<file path="src/rtl/manta_boot_seq.sv">
// -----------------------------------------------------------------------------
// manta_boot_seq
// Boot, flush and halt sequencer for the manta_style core.
//
// After reset the fetch PC is held at RESET_PC while NOPs are injected into ID
// (FLUSH). The register file is then optionally swept to zero through its
// write port (CLEAR). The PC is released while ID still sees NOPs (DRAIN),
// after which the core runs (RUN). In RUN a level halt request freezes the PC
// at the value captured on entry and keeps injecting NOPs (HALT). A soft
// restart request returns to FLUSH from any state.
//
// Configuration macro:
//   MANTA_BOOT_RFCLR_EN - when defined, the CLEAR sweep is built in. When
//                         undefined, FLUSH goes straight to DRAIN and the
//                         register-file write port outputs are tied to zero.
//
// Ports:
//   clk                 core clock, rising edge
//   rst_n               asynchronous active-low reset
//   restart_i           soft restart request, sampled every cycle
//   halt_req_i          level debug halt request (honoured in RUN/HALT only)
//   pc_in_i             current core PC, captured on HALT entry
//   pc_override_en_o    core PC mux selects pc_override_o
//   pc_override_o       forced PC value
//   instr_override_en_o ID instruction mux selects instr_override_o
//   instr_override_o    injected instruction (always NOP_INSTR)
//   rf_we_o             register-file write enable for the clear sweep
//   rf_waddr_o          clear sweep address
//   rf_wdata_o          clear data (always zero)
//   core_run_o          core is in normal execution
//   halted_o            core frozen by halt request
//   boot_done_o         one-cycle pulse on the first RUN cycle after boot
// -----------------------------------------------------------------------------
module manta_boot_seq #(
    parameter int                NUM_GPR      = 16,
    parameter int                DATA_W       = 16,
    parameter int                FLUSH_CYCLES = 9,
    parameter int                DRAIN_CYCLES = 1,
    parameter logic [DATA_W-1:0] RESET_PC     = 16'h0000,
    parameter logic [DATA_W-1:0] NOP_INSTR    = 16'h0000
) (
    input  logic                       clk,
    input  logic                       rst_n,
    input  logic                       restart_i,
    input  logic                       halt_req_i,
    input  logic [DATA_W-1:0]          pc_in_i,
    output logic                       pc_override_en_o,
    output logic [DATA_W-1:0]          pc_override_o,
    output logic                       instr_override_en_o,
    output logic [DATA_W-1:0]          instr_override_o,
    output logic                       rf_we_o,
    output logic [$clog2(NUM_GPR)-1:0] rf_waddr_o,
    output logic [DATA_W-1:0]          rf_wdata_o,
    output logic                       core_run_o,
    output logic                       halted_o,
    output logic                       boot_done_o
);

    localparam int AW = $clog2(NUM_GPR);

    // One counter serves every timed state, so it is sized for the longest.
    localparam int CNT_MAX = (FLUSH_CYCLES > NUM_GPR)
                           ? ((FLUSH_CYCLES > DRAIN_CYCLES) ? FLUSH_CYCLES : DRAIN_CYCLES)
                           : ((NUM_GPR > DRAIN_CYCLES) ? NUM_GPR : DRAIN_CYCLES);
    localparam int CNT_W   = (CNT_MAX > 1) ? $clog2(CNT_MAX) : 1;

    localparam logic [CNT_W-1:0] FLUSH_LAST = CNT_W'(FLUSH_CYCLES - 1);
    localparam logic [CNT_W-1:0] CLEAR_LAST = CNT_W'(NUM_GPR - 1);
    localparam logic [CNT_W-1:0] DRAIN_LAST = CNT_W'(DRAIN_CYCLES - 1);

    typedef enum logic [2:0] {
        ST_FLUSH = 3'd0,
        ST_CLEAR = 3'd1,
        ST_DRAIN = 3'd2,
        ST_RUN   = 3'd3,
        ST_HALT  = 3'd4
    } state_e;

    state_e              state_q, state_d;
    logic [CNT_W-1:0]    cnt_q, cnt_d;
    logic [DATA_W-1:0]   pc_cap_q, pc_cap_d;
    // Set while the current pass through DRAIN belongs to a boot, not a halt exit.
    logic                boot_path_q, boot_path_d;

    logic                pc_en_q, pc_en_d;
    logic [DATA_W-1:0]   pc_ovr_q, pc_ovr_d;
    logic                ie_q, ie_d;
    logic                we_q, we_d;
    logic [AW-1:0]       waddr_q, waddr_d;
    logic                run_q, run_d;
    logic                halted_q, halted_d;
    logic                done_q, done_d;

    // Next-state, counter and capture logic, then output values for the next state.
    always_comb begin
        state_d     = state_q;
        cnt_d       = cnt_q;
        pc_cap_d    = pc_cap_q;
        boot_path_d = boot_path_q;

        if (restart_i) begin
            // Restart wins over any halt request and restarts FLUSH from zero.
            state_d     = ST_FLUSH;
            cnt_d       = '0;
            pc_cap_d    = RESET_PC;
            boot_path_d = 1'b1;
        end else begin
            case (state_q)
                ST_FLUSH: begin
                    if (cnt_q == FLUSH_LAST) begin
`ifdef MANTA_BOOT_RFCLR_EN
                        state_d = ST_CLEAR;
`else
                        state_d = ST_DRAIN;
`endif
                        cnt_d   = '0;
                    end else begin
                        cnt_d   = cnt_q + CNT_W'(1);
                    end
                end
`ifdef MANTA_BOOT_RFCLR_EN
                ST_CLEAR: begin
                    if (cnt_q == CLEAR_LAST) begin
                        state_d = ST_DRAIN;
                        cnt_d   = '0;
                    end else begin
                        cnt_d   = cnt_q + CNT_W'(1);
                    end
                end
`endif
                ST_DRAIN: begin
                    if (cnt_q == DRAIN_LAST) begin
                        state_d = ST_RUN;
                        cnt_d   = '0;
                    end else begin
                        cnt_d   = cnt_q + CNT_W'(1);
                    end
                end
                ST_RUN: begin
                    if (halt_req_i) begin
                        state_d     = ST_HALT;
                        pc_cap_d    = pc_in_i;
                        boot_path_d = 1'b0;
                    end else begin
                        state_d     = ST_RUN;
                    end
                end
                ST_HALT: begin
                    if (!halt_req_i) begin
                        state_d = ST_DRAIN;
                        cnt_d   = '0;
                    end else begin
                        state_d = ST_HALT;
                    end
                end
                default: begin
                    // Unreachable encodings recover through a full boot.
                    state_d     = ST_FLUSH;
                    cnt_d       = '0;
                    pc_cap_d    = RESET_PC;
                    boot_path_d = 1'b1;
                end
            endcase
        end

        // Output values belonging to state_d; registered below.
        pc_en_d    = (state_d == ST_FLUSH) || (state_d == ST_CLEAR) || (state_d == ST_HALT);
        pc_ovr_d   = (state_d == ST_HALT) ? pc_cap_d : RESET_PC;
        ie_d       = (state_d != ST_RUN);
`ifdef MANTA_BOOT_RFCLR_EN
        we_d       = (state_d == ST_CLEAR);
        waddr_d    = (state_d == ST_CLEAR) ? cnt_d[AW-1:0] : {AW{1'b0}};
`else
        we_d       = 1'b0;
        waddr_d    = {AW{1'b0}};
`endif
        run_d      = (state_d == ST_RUN);
        halted_d   = (state_d == ST_HALT);
        // Pulse only on the DRAIN->RUN step of a boot, never on a halt exit.
        done_d     = (state_d == ST_RUN) && (state_q == ST_DRAIN) && boot_path_q;
    end

    // State, counter, captured PC and registered outputs.
    always_ff @(posedge clk or negedge rst_n) begin
        if (!rst_n) begin
            state_q     <= ST_FLUSH;
            cnt_q       <= '0;
            pc_cap_q    <= RESET_PC;
            boot_path_q <= 1'b1;
            pc_en_q     <= 1'b1;
            pc_ovr_q    <= RESET_PC;
            ie_q        <= 1'b1;
            we_q        <= 1'b0;
            waddr_q     <= {AW{1'b0}};
            run_q       <= 1'b0;
            halted_q    <= 1'b0;
            done_q      <= 1'b0;
        end else begin
            state_q     <= state_d;
            cnt_q       <= cnt_d;
            pc_cap_q    <= pc_cap_d;
            boot_path_q <= boot_path_d;
            pc_en_q     <= pc_en_d;
            pc_ovr_q    <= pc_ovr_d;
            ie_q        <= ie_d;
            we_q        <= we_d;
            waddr_q     <= waddr_d;
            run_q       <= run_d;
            halted_q    <= halted_d;
            done_q      <= done_d;
        end
    end

    assign pc_override_en_o    = pc_en_q;
    assign pc_override_o       = pc_ovr_q;
    assign instr_override_en_o = ie_q;
    assign instr_override_o    = NOP_INSTR;
    assign rf_we_o             = we_q;
    assign rf_waddr_o          = waddr_q;
    assign rf_wdata_o          = {DATA_W{1'b0}};
    assign core_run_o          = run_q;
    assign halted_o            = halted_q;
    assign boot_done_o         = done_q;

endmodule
</file>
<file path="config.mk">
export PLATFORM = sky130hd
export DESIGN_NAME = manta_boot_seq
export DESIGN_NICKNAME = d
export VERILOG_FILES = /design/src/rtl/manta_boot_seq.sv
export SDC_FILE = /design/constraint.sdc
export NUM_CORES = 1
export LEC_CHECK = 0
export ABC_AREA = 1
export CAP_MARGIN = 40
export CORE_MARGIN = 2
export CORE_UTILIZATION = 49
export CTS_CLUSTER_DIAMETER = 60
export CTS_CLUSTER_SIZE = 40
export DETAILED_ROUTE_END_ITERATION = 10
export GPL_TIMING_DRIVEN = 1
export PLACE_DENSITY = 0.85
export SLEW_MARGIN = 10
export SYNTH_ARGS = -nofsm -noshare
export SYNTH_HDL_FRONTEND = slang
export SYNTH_SLANG_ARGS = --single-unit
</file>
<file path="constraint.sdc">
create_clock -name clk -period 1.81 [get_ports clk]
set_input_delay 0.4525 -clock clk [delete_from_list [all_inputs] [get_ports clk]]
set_output_delay 0.4525 -clock clk [all_outputs]
set_load 0.02 [all_outputs]
</file>
After elaboration in Yosys (flattened, before gate mapping) --
Cells that the tools add are included.
Word-level totals: register bits 45, bits of input ports 20
Cells by class: add/sub/neg operators 1, eq/ne operators 12, mux-type cells 18, reduce and logical (&&, ||, !) cells 10
Operator list (count):
- $mux 16 | 3
- $pmux 16 s2 | 1
- $mux 4 | 4
- $pmux 4 s4 | 1
- $mux 3 | 5
- $pmux 3 s4 | 1
- $eq 3x2->1 const B | 3
- $eq 3x3->1 const B | 2
- $logic_not 3->1 | 2
- $ne 3x3->1 const B | 2
- $add 4x1->4 const B | 1
- $eq 4x4->1 const B | 1
- $logic_not 4->1 | 1
- $reduce_and 2->1 | 2
- $eq 3x1->1 const B | 1
- $ne 3x2->1 const B | 1
- $reduce_or 3->1 | 1
- $logic_and 1x1->1 | 2
- $logic_or 1x1->1 | 2
- $mux 1 | 2
- $ne 2x1->1 const B | 1
- $ne 2x2->1 const B | 1
- $pmux 1 s2 | 1

Logic depth before layout (Yosys ltp) --
depth after elaboration 7, depth in mapped cells 8, mapped depth without buffers 8

Least setup slack after synthesis --
OpenSTA, ideal clock, no wires.
kind input-to-reg, from input halt_req_i, to register pc_ovr_q[10], in the netlist pc_override_o[10], slack 0.522 ns, library setup time 0.069 ns, arrival 1.219 ns, required time 1.741 ns, stages 6, cell sequence buf_4 > nand4_2 > a21oi_4 > inv_2 > buf_6 > nor2_2
Between the ends: cells in the longest elaborated chain, start to end 5, elaborated cells on any way between the ends 9, classes of those cells 1 x eq/ne; 8 x mux
Ends and longest elaborated chain:
- start, declared | line 45 | input logic halt_req_i,
- $mux 3, on equally long branches | line 149, 140
- $pmux 3 s4 * | line 108 | case (state_q)
- $mux 3 * | line 101 | if (restart_i) begin
- net state_d[2] | line 79 | state_e state_q, state_d;
- $eq 3x3->1 * | line 168 | pc_ovr_d = (state_d == ST_HALT) ? pc_cap_d : RESET_PC;
- $mux 16 * | line 168
- net pc_ovr_d[10] | line 86 | logic [DATA_W-1:0] pc_ovr_q, pc_ovr_d;
- end signal, assigned | line 204 | pc_ovr_q <= pc_ovr_d;
- end, declared | line 86
Mark *: on every way through the listed nets, which the timed path passes. The rest lies on a longest branch. A chain may end at the register's enable or synchronous reset.

Worst setup path in the final report --
from register halted_q, in the netlist halted_o, to output halted_o
RTL lines:
- start, declared | line 91 | logic halted_q, halted_d;
- start signal, assigned | line 209 | halted_q <= halted_d;
- end, declared | line 55 | output logic halted_o,
No word-level cell between the ends.

==> out/summary.txt <==
CP peak stage delay: 0.60 ns
Placer Congestion: 0.8768
Via Count: 1779
initial antenna violation count: 0
TritonRoute pass-1 iters: 4
area leader, netlist: dfrtp_1
Post-Syn Area: 2374 um2
register area share after synthesis: 0.4760
worst hold-check path type: primary input to asynchronous set/reset pin
Clk Tree Root Cell: clkbuf_8
crit end category: primary output
# Max-Cap Violations: 0
1st-iter DRT viols: 81
Initial Util: 0.5059
most frequent cells in the layout: 60 x nand2_1, 42 x dfrtp_1, 37 x conb_1, 37 x clkdlybuf4s50_1, 34 x inv_1
post-DP HPWL: 3149 um
Via-to-Cell Ratio: 4.538
Syn Inst Count: 293
worst hold margin: 0.09332 ns
Post-DRT Antenna Nets: 0
TritonCTS Sinks: 45
die height: 73.60 um
hold_buf cts: 0
clock buffer depth: 2
outcome: completed
fin nets: 360
GR Overflow Total: 0
CP Cell Sequence: clkdlybuf4s50_1
endpoints failing setup: 0
final hold viol count: 0
Synth cell types: 24
Slew Viols, Final: 0
total power draw: 0.001960 W
DRC errors left: 0
CP required: 1.36 ns
TNS Setup: 0 ns
TritonCTS Buffers: 5
clk_lat worst skew: 0.30 ns
clk slew on worst S/H paths: 0.08 ns
Overall Global Routing Usage: 0.1698
Cell Pwr Density: 685.4 nW/um2
ant diodes: 0
Max Clock Skew: 0.005593 ns
Rows: 25
Peak Freq: 592.7 MHz
Die X: 73.60 um
Yosys warnings: 0
placed inst area: 2759 um2
post-synth top area share: 0.4428
worst vdd ir: 0.0003328 V
Worst EP arrival: 1.23 ns
I/O pin cnt: 78
Placeable Area: 4692 um2
RSZ-0062 raised after global routing: false
clock tree from TritonCTS: done
vias in the first global route: 1711
synth top area cells: dfrtp_1 44%, buf_4 12%, nand2_1 9.5%
Area Growth Syn to Fin: 20.51%
WL final: 4320 um
fin crit share: 0.9321
Post-Layout Inst Area: 2860 um2
CP Launch Type: flip-flop
crit-path leading delay family: buffers and inverters
syn_area_per_cell: 8.101 um2
IO Port Bufs: 40
synthesis-stage register bit count: 45
Bufs and invs on worst path: 1
number of H-tree levels: 2
layout cells sized above 1: 0.1450
DR WL/cell: 11.02 um
Crit-path slowest cell: clkdlybuf4s50_1
commonest non-fill, non-tap cell in the layout: nand2_1
fin crit period: 1.687 ns
first-pass GRT wire length: 7141 um
die area: 5417 um2
Max FO, Critical Path: 1
leakage power total: 1.401 nW
largest net degree at the start of global routing: 29
CP Class: flip-flop to primary output
## metal layers
layer  wire length (um)  global-route usage
met3                297             0.05487
met4                 59             0.05051
met2               2184              0.2966
met1               1779              0.1981
met5                  0                   0
## worst reg2reg max path: cells and delay by family (launching register included)
kind	cells	cell delay, ns
AOI/OAI and AO/OA	1	0.10
adders and majority gates	1	0.23
buffers and inverters	2	0.15
DFF	1	0.43
and+or+nand+nor	4	0.43
## cell usage after synthesis
cell type	instances
nand4_2	1
a21oi_1	4
dfrtp_1	42
xor2_1	1
clkbuf_1	2
o21ai_1	10
buf_4	38
nand2_4	1
nand3_2	1
a21oi_4	1
nand2_1	60
o21ai_0	23
nand3_1	7
inv_2	14
ha_1	2
buf_6	2
conb_1	1
clkinv_4	1
nand4_1	2
dfstp_2	3
nor2_2	11
inv_1	34
nor2_1	28
buf_2	4
## final cells by class
class / count / area (um2)
fill: 402 / 1832
clock inverter: 2 / 35.03
tap: 54 / 67.56
sequential: 45 / 1130
timing repair buffer: 48 / 515.5
inverter: 49 / 188.9
clock buffer: 5 / 68.82
multi-input combinational: 189 / 854.6
## power by group
| part | leakage [nW] | internal (W) | switching (W) | total (W) |
|---|---|---|---|---|
| Clock | 0.0540 | 0.000401 | 0.000329 | 0.000731 |
| Sequential | 0.616 | 0.00101 | 0.00000841 | 0.00102 |
| Combinational | 0.731 | 0.0000690 | 0.000141 | 0.000210 |
## path summary, 6_finish.rpt
| kind | start | cells after the start | end | slack, ns |
|---|---|---|---|---|
| setup / recovery | halted_o | 1 | halted_o | 0.12 |
| hold / removal | rst_n | 1 | cnt_q[1] | 0.09 |
| setup reg to reg | cnt_q[0] | 8 | state_q[1] | 0.38 |
| hold reg to reg | boot_path_q | 2 | boot_done_o | 0.49 |
| max in group asynchronous | rst_n | 2 | boot_path_q | 1.14 |
| min in group clk | boot_path_q | 2 | boot_done_o | 0.49 |
## what timing repair did
| item | CTS | global route |
|---|---|---|
| buffers inserted | 0 | 0 |
| gates resized for setup | 2 | 0 |
| setup endpoints to repair | 2 | 0 |
## logic make-up (layout without fill, tap and decap cells)
logic type,Yosys count,in the layout,share of synthesized area
AOI/OAI and AO/OA,38,38,0.08487
xor gates and xnor gates,1,1,0.003691
adders and majority gates,2,2,0.01054
buffers and inverters,95,104,0.2209
DFF,45,45,0.4760
other,1,37,0.001580
and+or+nand+nor,111,111,0.2024
## state kept, by name, indices dropped and copies added, names as in the netlist
register	cells
pc_override_en_o	1
instr_override_en_o	1
halted_o	1
cnt_q	4
boot_done_o	1
pc_override_o	16
state_q	3
pc_cap_q	16
boot_path_q	1
core_run_o	1
## per-stage QoR
step | setup slack (ns) | std cells | utilization
final | 0.1229 | 392 | 0.6096
after detailed placement | 0.02669 | 385 | 0.5880
after CTS | 0.1081 | 392 | 0.6096
after global routing | 0.07321 | 392 | 0.6096
after floorplan | 0.5218 | 329 | -
after global placement | 0.06433 | 385 | 0.5880
Power figures use the tool's default switching activity.
